<file path="config.mk">
export PLATFORM = sky130hd
export DESIGN_NAME = wb_port_arbiter_flat
export DESIGN_NICKNAME = d
export VERILOG_FILES = /design/src/rtl/wb_port_arbiter_if.sv /design/src/rtl/wb_port_arbiter.sv /design/src/flat_wrapper.sv
export SDC_FILE = /design/constraint.sdc
export NUM_CORES = 1
export LEC_CHECK = 0
export ABC_AREA = 1
export CAP_MARGIN = 30
export CORE_MARGIN = 3
export CORE_UTILIZATION = 42
export DETAILED_ROUTE_END_ITERATION = 10
export PLACE_DENSITY = 0.86
export SLEW_MARGIN = 40
export SYNTH_ARGS = -nofsm -noshare
export SYNTH_HDL_FRONTEND = slang
export SYNTH_SLANG_ARGS = --single-unit
</file>
<file path="constraint.sdc">
create_clock -name clk -period 2.9 [get_ports clk]
set_input_delay 0.435 -clock clk [delete_from_list [all_inputs] [get_ports clk]]
set_output_delay 0.435 -clock clk [all_outputs]
set_load 0.005 [all_outputs]
</file>
<file path="src/rtl/wb_port_arbiter_if.sv">
`default_nettype none
// ============================================================================
//  Module   : wb_port_arbiter_if
//  Purpose  : Bundles the writeback requester handshakes, the stall input and
//             the register-file write-port outputs of wb_port_arbiter.
//  Revision : 1.0  initial release
// ============================================================================
interface wb_port_arbiter_if #(
    parameter int DATA_W = 32,
    parameter int ADDR_W = 5,
    parameter int CNT_W  = 8
);
    logic              req0_valid;
    logic [ADDR_W-1:0] req0_rd;
    logic [DATA_W-1:0] req0_data;
    logic              req0_ready;
    logic              req1_valid;
    logic [ADDR_W-1:0] req1_rd;
    logic [DATA_W-1:0] req1_data;
    logic              req1_ready;
    logic              wb_stall;
    logic              rf_we;
    logic [ADDR_W-1:0] rf_waddr;
    logic [DATA_W-1:0] rf_wdata;
    logic              mux_sel;
    logic [CNT_W-1:0]  conflict_cnt;

    // Requester / pipeline side: drives requests and stall, observes the port
    modport master (
        output req0_valid, req0_rd, req0_data, req1_valid, req1_rd, req1_data, wb_stall,
        input  req0_ready, req1_ready, rf_we, rf_waddr, rf_wdata, mux_sel, conflict_cnt
    );

    // Arbiter side
    modport slave (
        input  req0_valid, req0_rd, req0_data, req1_valid, req1_rd, req1_data, wb_stall,
        output req0_ready, req1_ready, rf_we, rf_waddr, rf_wdata, mux_sel, conflict_cnt
    );
endinterface
`default_nettype wire

</file>
<file path="src/rtl/wb_port_arbiter.sv">
`default_nettype none
// ============================================================================
//  Module   : wb_port_arbiter
//  Purpose  : Round-robin arbiter sharing one register-file write port between
//             the ALU (req0) and the load unit (req1). Registered write-port
//             outputs with 1-cycle latency, registered data-mux select and a
//             saturating counter of contended cycles.
//  Revision : 1.0  initial release
// ============================================================================
module wb_port_arbiter #(
    parameter int DATA_W = 32,
    parameter int ADDR_W = 5,
    parameter int CNT_W  = 8
) (
    input  wire logic         clk,
    input  wire logic         rst,   // synchronous, active-low
    wb_port_arbiter_if.slave  bus
);

    localparam logic [CNT_W-1:0]  c_cnt_max = {CNT_W{1'b1}};
    localparam logic [ADDR_W-1:0] c_r0      = '0;

    logic              r_last_grant;
    logic              r_rf_we;
    logic [ADDR_W-1:0] r_rf_waddr;
    logic [DATA_W-1:0] r_rf_wdata;
    logic              r_mux_sel;
    logic [CNT_W-1:0]  r_conflict_cnt;

    logic              w_any_valid;
    logic              w_both_valid;
    logic              w_grant;       // 0 = req0, 1 = req1 (meaningful when w_any_valid)
    logic              w_accept;
    logic              w_xfer0;
    logic              w_xfer1;

    // Grant selection: lone requester wins, a tie goes to whoever did not win last
    always_comb begin
        w_any_valid  = bus.req0_valid | bus.req1_valid;
        w_both_valid = bus.req0_valid & bus.req1_valid;
        w_grant      = 1'b0;
        if (w_both_valid) begin
            w_grant = ~r_last_grant;
        end else if (bus.req1_valid) begin
            w_grant = 1'b1;
        end
        w_accept = rst & ~bus.wb_stall & w_any_valid;
        w_xfer0  = w_accept & ~w_grant;
        w_xfer1  = w_accept &  w_grant;
    end

    assign bus.req0_ready   = w_xfer0;
    assign bus.req1_ready   = w_xfer1;
    assign bus.rf_we        = r_rf_we;
    assign bus.rf_waddr     = r_rf_waddr;
    assign bus.rf_wdata     = r_rf_wdata;
    assign bus.mux_sel      = r_mux_sel;
    assign bus.conflict_cnt = r_conflict_cnt;

    // Write-port register: capture the winner, idle when nothing moves, freeze on stall
    always_ff @(posedge clk) begin
        if (!rst) begin
            r_rf_we      <= 1'b0;
            r_rf_waddr   <= '0;
            r_rf_wdata   <= '0;
            r_mux_sel    <= 1'b0;
            r_last_grant <= 1'b1;   // so req0 wins the first tie
        end else if (w_xfer0) begin
            r_rf_we      <= (bus.req0_rd != c_r0);  // r0 writes accepted but suppressed
            r_rf_waddr   <= bus.req0_rd;
            r_rf_wdata   <= bus.req0_data;
            r_mux_sel    <= 1'b0;
            r_last_grant <= 1'b0;
        end else if (w_xfer1) begin
            r_rf_we      <= (bus.req1_rd != c_r0);
            r_rf_waddr   <= bus.req1_rd;
            r_rf_wdata   <= bus.req1_data;
            r_mux_sel    <= 1'b1;
            r_last_grant <= 1'b1;
        end else if (!bus.wb_stall) begin
            r_rf_we      <= 1'b0;
        end
    end

    // Contention counter: counts unstalled cycles with both requesters valid, saturates
    always_ff @(posedge clk) begin
        if (!rst) begin
            r_conflict_cnt <= '0;
        end else if (w_both_valid && !bus.wb_stall && (r_conflict_cnt != c_cnt_max)) begin
            r_conflict_cnt <= r_conflict_cnt + 1'b1;
        end
    end

endmodule
`default_nettype wire

</file>
<file path="src/flat_wrapper.sv">
// flat-port wrapper written by rule: the top's interface ports become plain ports
module wb_port_arbiter_flat 
#(
    parameter int DATA_W = 32,
    parameter int ADDR_W = 5,
    parameter int CNT_W  = 8
)
  (clk, rst, bus_req0_valid, bus_req0_rd, bus_req0_data, bus_req1_valid, bus_req1_rd, bus_req1_data, bus_wb_stall, bus_req0_ready, bus_req1_ready, bus_rf_we, bus_rf_waddr, bus_rf_wdata, bus_mux_sel, bus_conflict_cnt);
  wb_port_arbiter_if #(.DATA_W(DATA_W), .ADDR_W(ADDR_W), .CNT_W(CNT_W)) bus_i ();
  input  wire logic clk;
  input  wire logic rst;
  input wire logic [$bits(bus_i.req0_valid)-1:0] bus_req0_valid;
  input wire logic [$bits(bus_i.req0_rd)-1:0] bus_req0_rd;
  input wire logic [$bits(bus_i.req0_data)-1:0] bus_req0_data;
  input wire logic [$bits(bus_i.req1_valid)-1:0] bus_req1_valid;
  input wire logic [$bits(bus_i.req1_rd)-1:0] bus_req1_rd;
  input wire logic [$bits(bus_i.req1_data)-1:0] bus_req1_data;
  input wire logic [$bits(bus_i.wb_stall)-1:0] bus_wb_stall;
  output wire logic [$bits(bus_i.req0_ready)-1:0] bus_req0_ready;
  output wire logic [$bits(bus_i.req1_ready)-1:0] bus_req1_ready;
  output wire logic [$bits(bus_i.rf_we)-1:0] bus_rf_we;
  output wire logic [$bits(bus_i.rf_waddr)-1:0] bus_rf_waddr;
  output wire logic [$bits(bus_i.rf_wdata)-1:0] bus_rf_wdata;
  output wire logic [$bits(bus_i.mux_sel)-1:0] bus_mux_sel;
  output wire logic [$bits(bus_i.conflict_cnt)-1:0] bus_conflict_cnt;
  assign bus_i.req0_valid = bus_req0_valid;
  assign bus_i.req0_rd = bus_req0_rd;
  assign bus_i.req0_data = bus_req0_data;
  assign bus_i.req1_valid = bus_req1_valid;
  assign bus_i.req1_rd = bus_req1_rd;
  assign bus_i.req1_data = bus_req1_data;
  assign bus_i.wb_stall = bus_wb_stall;
  assign bus_req0_ready = bus_i.req0_ready;
  assign bus_req1_ready = bus_i.req1_ready;
  assign bus_rf_we = bus_i.rf_we;
  assign bus_rf_waddr = bus_i.rf_waddr;
  assign bus_rf_wdata = bus_i.rf_wdata;
  assign bus_mux_sel = bus_i.mux_sel;
  assign bus_conflict_cnt = bus_i.conflict_cnt;
  wb_port_arbiter #(.DATA_W(DATA_W), .ADDR_W(ADDR_W), .CNT_W(CNT_W)) u_core (.clk(clk), .rst(rst), .bus(bus_i));
endmodule
</file>
==> results.json <==
{
  "slowest_stage": "clkdlybuf4s50_1",
  "timing.final.crit_share_pct": 83.5,
  "cp-start-kind": "input pin",
  "area_growth_pct": 58.8,
  "final_util_pct": 70.8,
  "dieArea_um2": 6490,
  "drc": 0,
  "max_cap_violations": 0,
  "ant_nets": 0,
  "grt_pass1_wl_mm": 10.9,
  "final_nets": 543,
  "synth.area.top_cells": "dfxtp_1 41%, a21oi_1 15%, nand2_1 10%",
  "yosysMostFrequentCell": "a21oi_1",
  "cts_tree": "yes",
  "place_hpwl_mm": 5.02,
  "peakVddDrop_mv": 0.257,
  "seq_power_share_pct": 49.8,
  "ys_seq_area_share_pct": 41.1,
  "antenna_cells": 0,
  "arrival_ps": 1990,
  "syn_avg_cell_area_um2": 6.85,
  "power_frac_clock_pct": 28.6,
  "hold_path_depth": 2,
  "antenna_found_initial": 0,
  "holdWs_ps": 496,
  "place_ws_ps": 486,
  "critPathKind": "in -> out",
  "synthAdderAreaFrac_pct": 0.536,
  "drt_pass1_iterations": 4,
  "cts_setup_buffers": 0,
  "syn_inst": 341,
  "crit_required_ps": 2470,
  "clock.fmax_mhz": 413,
  "clock_latency_ps": 290,
  "cts_hold_buffers": 0,
  "dr_total_vias": 2554,
  "slew_violations": 0,
  "io_buffers": 127,
  "max_stage_delay_ps": 700,
  "rsz0062_at_grt": "false",
  "synth_cell_types": 25,
  "min_path_type": "reg -> reg",
  "power_frac_comb_pct": 21.6,
  "ys_ff_latch": 48,
  "hold_viol": 0,
  "synth_nets": 421,
  "setup_ws_ps": 478,
  "grt_max_degree": 41,
  "grt_pass1_vias": 2474,
  "fin_skew_ps": 5.17,
  "drive_gt1_share_pct": 6.90,
  "initial_core_util_pct": 44.6,
  "grt.total_usage_pct": 20.9,
  "synth_edf_count": 0,
  "setup_viol": 0,
  "crit_path_end_kind": "output pin",
  "cts_resized": 0,
  "synthTopCellsByCount": "71 x a21oi_1, 62 x nand2_1, 50 x nor2_1, 48 x dfxtp_1, 46 x inv_1",
  "synth_area_leader_cell": "dfxtp_1",
  "period_needed_ps": 2420,
  "synth_ff_type": "dfxtp_1",
  "die_x_um": 80.6,
  "vias_per_cell": 4.78,
  "powerDensity_nw_per_um2": 383,
  "h-tree-depth": 2,
  "synth_top_area_share_pct": 41.1,
  "row_count": 26,
  "synth_xor_area_share_pct": 0.375,
  "worst-slew-pin-transition_ps": 694,
  "synthArstFlopShare_pct": 0,
  "synth_compound_gate_area_share_pct": 15.7,
  "drt_iter0_markers": 74,
  "outcome": "complete, no violations",
  "relSlewSlack_pct": 53.6,
  "synthSimpleGateAreaFrac_pct": 29.1,
  "gp_congestion": 0.953,
  "synth_top_family_by_area": "simple AND/OR/NAND/NOR gates",
  "synth_area_um2": 2340,
  "r2r_cells": 8,
  "wire_per_inst_um": 13.0,
  "p_int_mw": 1.07,
  "drt_wl_total_mm": 6.92,
  "crit_fanout": 9,
  "die_h_um": 80.6,
  "coreArea_um2": 5240,
  "cts_sinks": 48,
  "clockBufferDepth": 2,
  "yosysWarnings": 0,
  "clk_pin_slew_worst_paths_ps": 90,
  "cts_buffers": 5,
  "cellLeakagePower_nw": 1.41,
  "sw_frac_of_total_pct": 24.8,
  "ioPinCount": 128,
  "cts_root_buf": "clkbuf_8",
  "path_cells": "clkdlybuf4s50_1, nand2_4, nor2_8, nand2_4, clkinv_4, clkdlybuf4s50_1",
  "finalSetupTns_ps": 0,
  "grt-ovfl-total": 0,
  "synth_mux_area_share_pct": 0,
  "switching_power_mw": 0.352
}
-- kinds of logic (layout without fill, tap and decap cells) --
kind of cell	count (synthesis)	after routing
compound gates	73	73
xor+xnor	1	1
fa+ha+maj	1	1
buf+inv	66	189
flops	48	48
simple gates	152	152
-- final timing paths --
check                                                 startpoint                              end  slack, ps
worst max-delay path                                         rst                   bus_req0_ready        480
worst min-delay path             u_core.bus.mux_sel$_SDFFE_PP0P_  u_core.bus.mux_sel$_SDFFE_PP0P_        500
worst max register to register  u_core.r_last_grant$_SDFFE_PN1P_    u_core.bus.rf_we$_SDFFE_PN0P_       1370
worst min register to register   u_core.bus.mux_sel$_SDFFE_PP0P_  u_core.bus.mux_sel$_SDFFE_PP0P_        500
-- placed cells by master (no fill, tap or decap) --
master           count
nor2_2               1
a21oi_1             71
nand3_1             15
clkbuf_8             6
nor2_8               1
nor2_4               1
nor2_1              50
clkinv_2             2
inv_1               46
buf_4                5
nand3b_1             2
o21ai_0              1
nand2_4              2
clkinv_4             1
xor2_1               1
nor3_1               2
nand2_1             62
and2_1               1
clkdlybuf4s50_1    127
inv_2                2
nand4_1              4
dfxtp_1             48
ha_1                 1
nand2_2             11
o31ai_1              1
-- power groups by stage --
stage	Sequential [mW]	Clock, mW	Combinational, mW
final	0.708	0.407	0.306
after global placement	0.722	0	0.301
after CTS	0.708	0.423	0.309
after global routing	0.711	0.443	0.334
after detailed placement	0.723	0	0.307
after floorplan	0.725	0	0.113
-- through the flow --
stage | area [um^2] | std cells | total power [mW]
floorplan | 2340 | 341 | 0.839
global placement | 3620 | 526 | 1.02
detailed placement | 3620 | 526 | 1.03
CTS | 3710 | 534 | 1.44
global route | 3710 | 534 | 1.49
finish | 3710 | 534 | 1.42
-- routing by layer --
layer / GRT usage, % / part of all wire (%) / vias to the layer above
met5: 0 / 0 / -
met4: 5.41 / 1.1 / 0
met3: 4.82 / 6.8 / 6
met2: 38.9 / 51 / 84
met1: 23.8 / 41 / 1156
li1: - / - / 1308
-- state kept, by name, indices dropped and copies added (netlist names) --
signal                   count
u_core.bus.rf_waddr          5
u_core.bus.mux_sel           1
u_core.bus.conflict_cnt      8
u_core.r_last_grant          1
u_core.bus.rf_wdata         32
u_core.bus.rf_we             1
-- layout make-up --
class / instances / area (um^2)
Multi-Input combinational cell: 227 / 1070
Clock buffer: 6 / 82.6
Inverter: 49 / 189
Fill cell: 444 / 1530
Tap cell: 70 / 87.6
Clock inverter: 2 / 10.0
Timing Repair Buffer: 132 / 1310
Sequential cell: 48 / 961
-- worst max-delay path: cells and delay by family --
kind          cells  cell delay (ps)
simple gates      3              300
buf+inv           3             1240
(Power assumes the default switching activity.)
